## src/rtl/delay_monitor_if.sv

```systemverilog
// Observation bus between a gate-level stimulus/response pair and the delay monitor.
// The master side drives stimulus and DUT output; the slave side (the monitor) reports results.
interface delay_monitor_if #(
  parameter int unsigned WIDTH = 3,
  parameter int unsigned CNT_W = 8
);
  logic             en;
  logic [WIDTH-1:0] stim;
  logic             y;
  logic             busy;
  logic             meas_valid;
  logic [CNT_W-1:0] meas_delay;
  logic [CNT_W-1:0] min_delay;
  logic [CNT_W-1:0] max_delay;
  logic [CNT_W-1:0] meas_count;
  logic             timeout;
  logic             retrig;

  modport master (
    output en, stim, y,
    input  busy, meas_valid, meas_delay, min_delay, max_delay, meas_count, timeout, retrig
  );

  modport slave (
    input  en, stim, y,
    output busy, meas_valid, meas_delay, min_delay, max_delay, meas_count, timeout, retrig
  );
endinterface

```

## src/rtl/delay_monitor.sv

```systemverilog
// Measures stimulus-to-output delay of a gate-level DUT in clock cycles, keeping running
// min/max statistics, a saturating sample count and timeout/retrigger event pulses.
module delay_monitor #(
  parameter int unsigned WIDTH   = 3,
  parameter int unsigned CNT_W   = 8,
  parameter int unsigned TIMEOUT = 200
) (
  input logic             clk,
  input logic             rst,
  delay_monitor_if.slave  mon
);

  typedef enum logic [1:0] {
    StIdle,
    StArmed,
    StMeasure
  } state_e;

  localparam logic [CNT_W-1:0] TimeoutCnt = CNT_W'(TIMEOUT);
  localparam logic [CNT_W-1:0] CntOne     = CNT_W'(1);
  localparam logic [CNT_W-1:0] CntMax     = {CNT_W{1'b1}};

  state_e           state_q, state_d;
  logic [WIDTH-1:0] stim_q;
  logic             y_q;
  logic [CNT_W-1:0] cnt_q, cnt_d;
  logic [CNT_W-1:0] meas_delay_q, meas_delay_d;
  logic [CNT_W-1:0] min_q, min_d;
  logic [CNT_W-1:0] max_q, max_d;
  logic [CNT_W-1:0] count_q, count_d;
  logic             valid_q, timeout_q, timeout_d, retrig_q, retrig_d;

  logic             stim_chg;
  logic             y_chg;
  logic             rec;
  logic [CNT_W-1:0] rec_val;

  assign stim_chg = (mon.stim != stim_q);
  assign y_chg    = (mon.y != y_q);

  // Next-state and event decode.
  always_comb begin
    state_d   = state_q;
    cnt_d     = cnt_q;
    rec       = 1'b0;
    rec_val   = '0;
    timeout_d = 1'b0;
    retrig_d  = 1'b0;

    if (!mon.en) begin
      state_d = StIdle;
      cnt_d   = '0;
    end else begin
      unique case (state_q)
        StIdle: begin
          state_d = StArmed;
        end

        StArmed: begin
          if (stim_chg && y_chg) begin
            rec     = 1'b1;
            rec_val = '0;
          end else if (stim_chg) begin
            state_d = StMeasure;
            cnt_d   = CntOne;
          end
        end

        StMeasure: begin
          if (y_chg) begin
            rec     = 1'b1;
            rec_val = cnt_q;
            if (stim_chg) begin
              // A fresh stimulus edge in the same cycle starts the next measurement.
              cnt_d = CntOne;
            end else begin
              state_d = StArmed;
              cnt_d   = '0;
            end
          end else if (stim_chg) begin
            retrig_d = 1'b1;
            cnt_d    = CntOne;
          end else if (cnt_q == TimeoutCnt) begin
            timeout_d = 1'b1;
            state_d   = StArmed;
            cnt_d     = '0;
          end else begin
            cnt_d = cnt_q + CntOne;
          end
        end

        default: begin
          state_d = StIdle;
          cnt_d   = '0;
        end
      endcase
    end
  end

  // Statistics update on a recorded measurement.
  always_comb begin
    meas_delay_d = meas_delay_q;
    min_d        = min_q;
    max_d        = max_q;
    count_d      = count_q;
    if (rec) begin
      meas_delay_d = rec_val;
      if (rec_val < min_q) begin
        min_d = rec_val;
      end
      if (rec_val > max_q) begin
        max_d = rec_val;
      end
      if (count_q != CntMax) begin
        count_d = count_q + CntOne;
      end
    end
  end

  always_ff @(posedge clk) begin
    if (rst) begin
      state_q      <= StIdle;
      stim_q       <= '0;
      y_q          <= 1'b0;
      cnt_q        <= '0;
      meas_delay_q <= '0;
      min_q        <= CntMax;
      max_q        <= '0;
      count_q      <= '0;
      valid_q      <= 1'b0;
      timeout_q    <= 1'b0;
      retrig_q     <= 1'b0;
    end else begin
      state_q      <= state_d;
      stim_q       <= mon.stim;
      y_q          <= mon.y;
      cnt_q        <= cnt_d;
      meas_delay_q <= meas_delay_d;
      min_q        <= min_d;
      max_q        <= max_d;
      count_q      <= count_d;
      valid_q      <= rec;
      timeout_q    <= timeout_d;
      retrig_q     <= retrig_d;
    end
  end

  assign mon.busy       = (state_q == StMeasure);
  assign mon.meas_valid = valid_q;
  assign mon.meas_delay = meas_delay_q;
  assign mon.min_delay  = min_q;
  assign mon.max_delay  = max_q;
  assign mon.meas_count = count_q;
  assign mon.timeout    = timeout_q;
  assign mon.retrig     = retrig_q;

endmodule

```

## src/flat_wrapper.sv

```systemverilog
// flat-port wrapper written by rule: the top's interface ports become plain ports
module delay_monitor_flat 
#(
  parameter int unsigned WIDTH   = 3,
  parameter int unsigned CNT_W   = 8,
  parameter int unsigned TIMEOUT = 200
)
  (clk, rst, mon_en, mon_stim, mon_y, mon_busy, mon_meas_valid, mon_meas_delay, mon_min_delay, mon_max_delay, mon_meas_count, mon_timeout, mon_retrig);
  delay_monitor_if #(.WIDTH(WIDTH), .CNT_W(CNT_W)) mon_i ();
  input logic clk;
  input logic rst;
  input wire logic [$bits(mon_i.en)-1:0] mon_en;
  input wire logic [$bits(mon_i.stim)-1:0] mon_stim;
  input wire logic [$bits(mon_i.y)-1:0] mon_y;
  output wire logic [$bits(mon_i.busy)-1:0] mon_busy;
  output wire logic [$bits(mon_i.meas_valid)-1:0] mon_meas_valid;
  output wire logic [$bits(mon_i.meas_delay)-1:0] mon_meas_delay;
  output wire logic [$bits(mon_i.min_delay)-1:0] mon_min_delay;
  output wire logic [$bits(mon_i.max_delay)-1:0] mon_max_delay;
  output wire logic [$bits(mon_i.meas_count)-1:0] mon_meas_count;
  output wire logic [$bits(mon_i.timeout)-1:0] mon_timeout;
  output wire logic [$bits(mon_i.retrig)-1:0] mon_retrig;
  assign mon_i.en = mon_en;
  assign mon_i.stim = mon_stim;
  assign mon_i.y = mon_y;
  assign mon_busy = mon_i.busy;
  assign mon_meas_valid = mon_i.meas_valid;
  assign mon_meas_delay = mon_i.meas_delay;
  assign mon_min_delay = mon_i.min_delay;
  assign mon_max_delay = mon_i.max_delay;
  assign mon_meas_count = mon_i.meas_count;
  assign mon_timeout = mon_i.timeout;
  assign mon_retrig = mon_i.retrig;
  delay_monitor #(.WIDTH(WIDTH), .CNT_W(CNT_W), .TIMEOUT(TIMEOUT)) u_core (.clk(clk), .rst(rst), .mon(mon_i));
endmodule
```

## config.mk

```make
export PLATFORM = sky130hd
export DESIGN_NAME = delay_monitor_flat
export DESIGN_NICKNAME = d
export VERILOG_FILES = /design/src/rtl/delay_monitor_if.sv /design/src/rtl/delay_monitor.sv /design/src/flat_wrapper.sv
export SDC_FILE = /design/constraint.sdc
export NUM_CORES = 1
export LEC_CHECK = 0
export ABC_AREA = 1
export CAP_MARGIN = 0
export CORE_UTILIZATION = 54
export DETAILED_ROUTE_END_ITERATION = 8
export HOLD_SLACK_MARGIN = 0.06
export PLACE_DENSITY = 0.78
export SYNTH_ARGS = -nofsm -noshare
export SYNTH_HDL_FRONTEND = slang
export SYNTH_SLANG_ARGS = --single-unit
```

## constraint.sdc

```tcl
create_clock -name clk -period 2.91 [get_ports clk]
set_clock_uncertainty 0.05 [all_clocks]
set_input_delay 0.582 -clock clk [delete_from_list [all_inputs] [get_ports clk]]
set_output_delay 0.582 -clock clk [all_outputs]
set_load 0.005 [all_outputs]
```

==> results of run 1 <==
-- power by group through the flow --
stage	combinational (µW)	sequential [µW]	clock (µW)
6_report	127	685	387
3_3_place_gp	123	701	0
4_1_cts	126	685	394
2_1_floorplan	90.3	700	0
5_1_grt	142	686	417
3_5_place_dp	126	701	0
-- metal layers --
layer,wire [µm],track usage [%]
met1,2750,29.1
met2,2820,42.2
met3,258,4.53
met4,78,7.26
met5,0,0
-- layout by cell type (no fill, tap or decap), drive strengths merged, types with 8 or more instances in the layout --
cell type,synthesis,final
o21ai,20,20
buf,3,23
inv,55,55
clkbuf,4,8
nand2,83,83
clkdlybuf4s50,0,42
nor2,51,51
nand3,43,43
ha,22,22
a21oi,24,24
dfxtp,49,49
-- timing repair --
| item | in CTS | in global routing |
|---|---|---|
| endpoints found under the setup margin | 0 | 16 |
| gates resized for setup | 0 | 5 |
| setup buffers | 0 | 0 |
-- cells by family after synthesis --
group                      Yosys count  share of synthesized area (%)
buffers and inverters               62                           9.65
xor gates and xnor gates             9                           2.84
adders and majority gates           22                           9.92
DFF                                 49                           35.4
AOI/OAI and AO/OA                   45                           9.56
and+or+nand+nor                    188                           32.7
-- layout make-up --
class                      count  area, µm²
multi-input combinational    264       1540
fill                         423       1330
sequential                    49        981
timing repair buffer          65        593
inverter                      55        219
tap                           67       83.8
clock buffer                   8       80.1
-- how the worst max path moves through the flow --
stage,from,to,slack [ns],cells past startpoint
finish,mon_y,u_core.mon.max_delay[4],0.18,18
global route,mon_y,u_core.mon.max_delay[2],-0.005,18
CTS,mon_y,u_core.mon.max_delay[6],0.07,18
detailed placement,mon_y,u_core.mon.max_delay[6],-0.24,18
global placement,mon_y,u_core.mon.min_delay[0],-0.18,14
floorplan,mon_y,u_core.mon.min_delay[0],0.45,12
-- Yosys cell counts, drive strengths merged --
cell and n:
xnor2 3, nor2 51, a21oi 24, dfxtp 49, xor2 6, o21ai 20
buf 3, nor3 6, nand3 43, clkbuf 4, nand2 83, nand3b 1
inv 55, ha 22, nand4 4, a21o 1
-- through the flow --
stage          std cells  hold WS (ns)  utilization (%)
4_1_cts              508         0.432             72.2
6_report             508         0.422             72.5
3_5_place_dp         500         0.420             70.6
5_1_grt              508         0.442             72.5
2_1_floorplan        375         0.405                -
3_3_place_gp         500         0.410             70.6
-- state kept, by name, summed over array words and instances (netlist names) --
name                   count
u_core.y_q                 1
u_core.mon.timeout         1
u_core.mon.min_delay       8
u_core.mon.retrig          1
u_core.stim_q              3
u_core.state_q             2
u_core.mon.max_delay       8
u_core.mon.meas_valid      1
u_core.mon.meas_delay      8
u_core.cnt_q               8
u_core.mon.meas_count      8
-- tightest hold or removal path, delay by kind of cell, from the launching register on --
kind | cells | cell delay, ns
and+or+nand+nor | 1 | 0.06
AOI/OAI and AO/OA | 1 | 0.05
DFF | 1 | 0.32
==> results.cfg, run 1 <==
[run_status]
status = finished, final reports clean

[setup_path]
path_delay_family = simple AND/OR/NAND/NOR gates
crit_required_ns = 3.06
ff2ff_path_depth = 16
slowest_stage = clkdlybuf4s50_1
crit_type = input pin to flip-flop
cpMostUsedCell = nand2_1
endpoint_kind = flip-flop
slowest_delay_ns = 0.49
rr_endpoint = u_core.mon.max_delay[4]
cp_num_buf_inv = 5
crit_arrival_ns = 2.88
start_kind = input pin
worstPathCellList = clkdlybuf4s50_1 > inv_1 > nand2_2 > nand2_4 > nand2_1 > nor3_1 > buf_4 > buf_4 > ha_1 > nand2_1 > nor2_1 > nand2_1 > nand2_1 > nand2_1 > nor2_4 > inv_4 > nor2_1 > nor2_1
r2r-start = u_core.state_q[0]
cp_max_fo = 9
regToRegSetupSlack_ns = 0.47

[clock_tree]
ctsHtreeMaxLevel = 2
cts_buffer_depth = 2
cts_inserted_buffers = 5
clock_sinks = 49
insertion_delay_ns = 0.30
cts_tree = done
cts_root_buf = clkbuf_8
clk_pin_slew_ns = 0.08
postCtsHoldBufs = 0

[timing]
fin_ws_ns = 0.179
report.final.slew_viol_count = 0
worst_slew_pin_slew_ns = 0.635
fin_crit_sh_pct = 93.8
slew_headroom_pct = 57.6
fin_crit_ns = 2.73
hold_viol = 0
fmax_mhz = 366
setup_tns_ns = 0
finalSetupViolCount = 0

[layout]
finalNetCount = 469
n_antenna_cell = 0
drive_above_1_share_pct = 16.3
stdcell_area_mm2 = 0.00349
syn_to_final_growth_pct = 25.9

[synth]
synth_area_per_cell_um2 = 7.40
ys_warn_count = 0
synth_cell_types = 31
yosys-top-cells-area = dfxtp_1 35%, ha_1 9.9%, nand2_1 8.9%
yosysSeqAreaShare_pct = 35.4
synth_seq_cells = 49
synth.net_count = 404
netlist_instances = 375
syn_area_mm2 = 0.00277
yosys.area.top_type = dfxtp_1
netlist.area_leader.share_pct = 35.4

[min_path]
min_to = u_core.mon.meas_delay[0]
worstHoldStart = u_core.mon.meas_delay[0]
worstHoldPathCells = 2
worstHoldPathType = flip-flop to flip-flop

[pwr]
ir_worst_vdd_v = 0.000232
total_power_uw = 1200
p_clk_share_pct = 32.3
p_seq_share_pct = 57.2
p_int_uw = 897
pwr-share-comb_pct = 10.6
p_per_area_mw_per_mm2 = 343
p_sw_uw = 301
p_leak_uw = 0.00163
switching_share_pct = 25.2

[floorplanning]
core_area_mm2 = 0.00482
placementRows = 25
die_w_um = 73.7
die_h_um = 73.7
start_util_pct = 57.6
io_pins = 43
fp.dieArea_mm2 = 0.00543

[global_route]
grt_pass1_vias = 2327
grt-ovfl-total = 0
grt_max_degree = 23
antenna_found_initial = 0
grt_usage_pct = 23.8
grt_first_pass_wirelength_um = 10000

[route]
drc = 0
vias_per_cell = 5.00
wl_um = 5900
vias = 2541
wl_per_cell_um = 11.6
drt_first_iter_violations = 87
ant_nets = 0
dr.pass1.iters = 4

[placed_design]
dp_slack_ns = -0.238
dp_hpwl_um = 4520
io_buffers = 42
placed_area_mm2 = 0.00340
gp_congestion = 0.843

[run]
max_cap_viol_count = 0
(Power assumes the default switching activity.)
==> run 2, diff against run 1 <==
Settings changed: PLACE_DENSITY 0.78 to 0.9.
==> run 2 against run 1 <==
- via count is 4.3% higher
- clock-buffer cell count is 2 lower
- sequential power hardly changed
- cell count is 0.20% higher
- cell area is 0.54% higher
- critical path type unchanged
- sequential cell count stayed put
- clock power is 3% higher
- first-iteration DRC count is 37% higher
- highest routed layer unchanged
- routed wire length is 9.7% higher
- global-route usage is 1.5 points higher
==> results.cfg, run 2 (synthesis results as in run 1) <==
[run_status]
status = finished, final reports clean

[timing]
fin_crit_sh_pct = 94.0
report.final.slew_viol_count = 0
fmax_mhz = 365
fin_crit_ns = 2.74
fin_ws_ns = 0.174
finalSetupViolCount = 0
hold_viol = 0
slew_headroom_pct = 56.0
rsz0062_at_grt = no
worst_slew_pin_slew_ns = 0.659

[placed_design]
io_buffers = 42
dp_cells = 500
gp_congestion = 0.901
dp_slack_ns = -0.285
dp_hpwl_um = 4860

[clock_tree]
clk_pin_slew_ns = 0.09
cts_tree = done
cts_inserted_buffers = 5
clock_sinks = 49
cts_buffer_depth = 2
ctsHtreeMaxLevel = 2
cts_root_buf = clkbuf_8
insertion_delay_ns = 0.31
cts_setup_buffers = 0

[route]
drt_first_iter_violations = 119
dr.pass1.iters = 4
wl_per_cell_um = 12.7
vias_per_cell = 5.21
vias = 2650
drc = 0
ant_nets = 0
wl_um = 6480

[floorplanning]
fp.dieArea_mm2 = 0.00543
die_h_um = 73.7
start_util_pct = 57.6
core_area_mm2 = 0.00482
die_w_um = 73.7
placementRows = 25
io_pins = 43

[layout]
n_antenna_cell = 0
layout_common_cells = 65 x nand2_1, 49 x dfxtp_1, 48 x inv_1
syn_to_final_growth_pct = 26.6
finalNetCount = 470
nFillCells = 380
drive_above_1_share_pct = 17.6
fin_cells = 509
layout_commonest_cell = nand2_1

[global_route]
grt_first_pass_wirelength_um = 10500
antenna_found_initial = 0
grt_max_degree = 23
grt_usage_pct = 25.3
grt-ovfl-total = 0
grt_pass1_vias = 2385

[setup_path]
cpMostUsedCell = nand2_1
crit_type = input pin to flip-flop
slowest_stage = clkdlybuf4s50_1
cp_max_fo = 8
slowest_delay_ns = 0.47
crit_arrival_ns = 2.89
crit_required_ns = 3.07
endpoint_kind = flip-flop
start_kind = input pin
regToRegSetupSlack_ns = 0.41
worstPathCellList = clkdlybuf4s50_1 > inv_1 > nand2_2 > nand2_4 > nand2_1 > inv_2 > nand2_1 > nor2_1 > buf_4 > ha_1 > nand2_1 > nor2_2 > nand2_1 > nand2_1 > nand2_2 > nor2_4 > inv_4 > nor2_1 > nor2_1

[pwr]
p_leak_uw = 0.00163
total_power_uw = 1210
p_per_area_mw_per_mm2 = 345
ir_worst_vdd_v = 0.000244

[run]
max_cap_viol_count = 0

[min_path]
worstHoldPathType = flip-flop to flip-flop
==> run 2: cell types whose count changed in the layout (fill, tap and decap cells not counted) <==
cell      delta
nor2_1       -2
nor3_1       -1
o21ai_1      +1
nor2_2       +3
nor3_2       +1
o21ai_0      -1
clkbuf_1     -2
clkinv_2     +2
==> run 2: worst paths after layout <==
| path | cells past startpoint | endpoint | start |
|---|---|---|---|
| setup / recovery | 19 | u_core.mon.max_delay[7] | mon_y |
| setup reg to reg | 17 | u_core.mon.max_delay[7] | u_core.state_q[0] |
| hold / removal | 2 | u_core.mon.meas_delay[2] | u_core.mon.meas_delay[2] |
| hold reg to reg | 2 | u_core.mon.meas_delay[2] | u_core.mon.meas_delay[2] |
==> run 2: worst max-delay path: cells and delay by family <==
kind / cells / cell delay [ns]
and+or+nand+nor: 13 / 1.19
adders and majority gates: 1 / 0.27
buffers and inverters: 5 / 0.84
==> run 2: routing by layer <==
| metal | part of all wire, % | vias up | track usage, % |
|---|---|---|---|
| met5 | 0 | - | 0 |
| li1 | - | 1330 | - |
| met4 | 3.3 | 0 | 12.2 |
| met1 | 43 | 1225 | 29.7 |
| met3 | 4.0 | 19 | 4.94 |
| met2 | 50 | 76 | 44.0 |
==> run 2: area by class of cell <==
type,instances,area (µm²),area share (%)
clock buffers,6,72.6,2.07
clock inverters,2,10.0,0.285
inverters,55,219,6.24
multi-input cells,265,1550,44.2
flip-flops and latches,49,981,27.9
well taps,67,83.8,2.39
repair buffers,65,593,16.9
==> run 2: per-stage QoR <==
step	util (%)	TNS, ns	hold WS (ns)	instance area [µm²]
after global routing	72.9	0	0.470	3510
after floorplan	-	0	0.405	2770
after CTS	72.3	0	0.431	3480
final	72.9	0	0.430	3510
after detailed placement	70.6	-4.13	0.419	3400
after global placement	70.6	-1.19	0.418	3400
==> run 2: where the power goes <==
part | total (µW) | leakage, µW | internal, µW | switching (µW)
logic | 128 | 0.00119 | 46.7 | 81.6
clock network | 398 | 0.0000450 | 167 | 231
registers | 686 | 0.000396 | 679 | 7.05
==> run 2: repair_timing <==
item / in CTS / in global routing
endpoints found under the setup margin: 0 / 16
hold buffers: 0 / 0
gates resized for setup: 0 / 9
==> run 3, diff against run 2 <==
Clock period 2.91 ns to 2.75 ns, I/O delays scaled along.
==> run 3 against run 2 <==
- first-iteration DRC count grew 18%
- core utilization up 1.2 points
- clock power increased by 35%
- critical endpoint is now u_core.mon.max_delay[2]
- critical path type unchanged
==> results.cfg, run 3 (synthesis results as in run 1) <==
[global_route]
grt_first_pass_wirelength_um = 10900
grt_pass1_vias = 2490
grt_max_degree = 23
antenna_found_initial = 0
grt-ovfl-total = 0
grt_usage_pct = 26.4

[pwr]
total_power_uw = 1400
p_leak_uw = 0.00167
p_int_uw = 1070
p_seq_share_pct = 51.8
ir_worst_vdd_v = 0.000310
switching_share_pct = 23.9
p_per_area_mw_per_mm2 = 392
p_sw_uw = 334
pwr-share-comb_pct = 9.7
p_clk_share_pct = 38.5

[layout]
layout_common_cells = 64 x nand2_1, 49 x dfxtp_1, 48 x inv_1
ff_latch_area_um2 = 981
n_antenna_cell = 0
layout_commonest_cell = nand2_1
multi_input_area_mm2 = 0.00156
finalNetCount = 472
syn_to_final_growth_pct = 28.7
nFillCells = 389
final_util_pct = 74.1
drive_above_1_share_pct = 18.9

[clock_tree]
cts_setup_buffers = 0
cts_buffer_depth = 2
clk_pin_slew_ns = 0.09
cts_tree = done
cts_root_buf = clkbuf_8
ctsHtreeMaxLevel = 2
clock_sinks = 49
insertion_delay_ns = 0.31
cts_inserted_buffers = 5

[placed_design]
dp_slack_ns = -0.335
dp_hpwl_um = 4900
io_buffers = 42
gp_congestion = 0.885

[min_path]
worstHoldPathType = flip-flop to flip-flop

[route]
drt_first_iter_violations = 140
wl_um = 6470
drc = 0
ant_nets = 0
vias_per_cell = 5.15
vias = 2630
dr.pass1.iters = 4
wl_per_cell_um = 12.7

[floorplanning]
die_h_um = 73.7
placementRows = 25
fp.dieArea_mm2 = 0.00543
core_area_mm2 = 0.00482
die_w_um = 73.7
io_pins = 43
start_util_pct = 57.6

[timing]
hold_viol = 0
worst_slew_pin_slew_ns = 0.647
setup_tns_ns = 0
slew_headroom_pct = 56.8
finalSetupViolCount = 0
fin_crit_sh_pct = 95.9
fin_ws_ns = 0.113
fmax_mhz = 379
fin_crit_ns = 2.64
report.final.slew_viol_count = 0

[setup_path]
slowest_stage = clkdlybuf4s50_1
cp_max_fo = 8
endpoint_kind = flip-flop
worstPathCellList = clkdlybuf4s50_1 > inv_1 > nand2_2 > nand2_4 > nand2_2 > inv_2 > nand2_1 > nor2_1 > buf_4 > ha_1 > nand2_1 > nor2_2 > nand2_1 > nand2_1 > nand2_2 > nor2_4 > inv_4 > nor2_2 > nor2_1
path_delay_family = simple AND/OR/NAND/NOR gates
cpMostUsedCell = nand2_1
start_kind = input pin
cp_num_buf_inv = 5
crit_required_ns = 2.91
slowest_delay_ns = 0.47
crit_arrival_ns = 2.79
crit_type = input pin to flip-flop

[run_status]
status = finished, final reports clean

[run]
max_cap_viol_count = 0
[run 3: tightest hold or removal path: cells and delay by family (launching register included)]
family | cells | cell delay, ns
AOI/OAI and AO/OA | 1 | 0.05
DFF | 1 | 0.32
and+or+nand+nor | 1 | 0.06
[run 3: cell type report]
type                            instances  share of cell area, %
Clock inverter                          1                  0.841
Timing Repair Buffer                   67                   17.0
Inverter                               55                   6.13
Tap cell                               67                   2.35
Multi-Input combinational cell        265                   43.7
Clock buffer                            7                   2.42
Sequential cell                        49                   27.5
[run 3: per-layer routing]
layer  part of all wire, %  routed length [µm]  vias up  track usage [%]
met1                    42                2700     1207             30.7
met5                     0                   0        -                0
met3                   4.5                 291       22             4.53
met2                    50                3240       72             46.2
met4                   3.7                 241        0             13.7
li1                      -                   -     1329                -
[run 3: per-stage QoR]
stage               instance area, µm²  hold slack, ns  instances
floorplan                         2770           0.405        375
global placement                  3410           0.419        502
detailed placement                3410           0.421        502
CTS                               3530           0.433        510
global route                      3570           0.445        511
finish                            3570           0.428        511
[run 3: repair_timing]
item / 4_1_cts / 5_1_grt
hold endpoints to repair: 0 / 0
gates cloned: 0 / 1
endpoints found under the setup margin: 1 / 16
pin swaps: 0 / 3
gates resized for setup: 1 / 13
hold buffers: 0 / 0
[run 3: path summary, 6_finish.rpt]
path                            startpoint                  endpoint  slack [ns]  cells past startpoint
setup reg to reg         u_core.state_q[0]   u_core.mon.max_delay[2]        0.28                     17
setup / recovery                     mon_y   u_core.mon.max_delay[2]        0.11                     19
hold reg to reg   u_core.mon.meas_delay[0]  u_core.mon.meas_delay[0]        0.43                      2
hold / removal    u_core.mon.meas_delay[0]  u_core.mon.meas_delay[0]        0.43                      2
[run 3: power by group through the flow]
stage	Clock [µW]	Combinational [µW]	Sequential (µW)
after detailed placement	0	134	742
after floorplan	0	95.5	741
final	538	136	726
after global routing	576	153	727
after global placement	0	129	742
after CTS	548	135	726
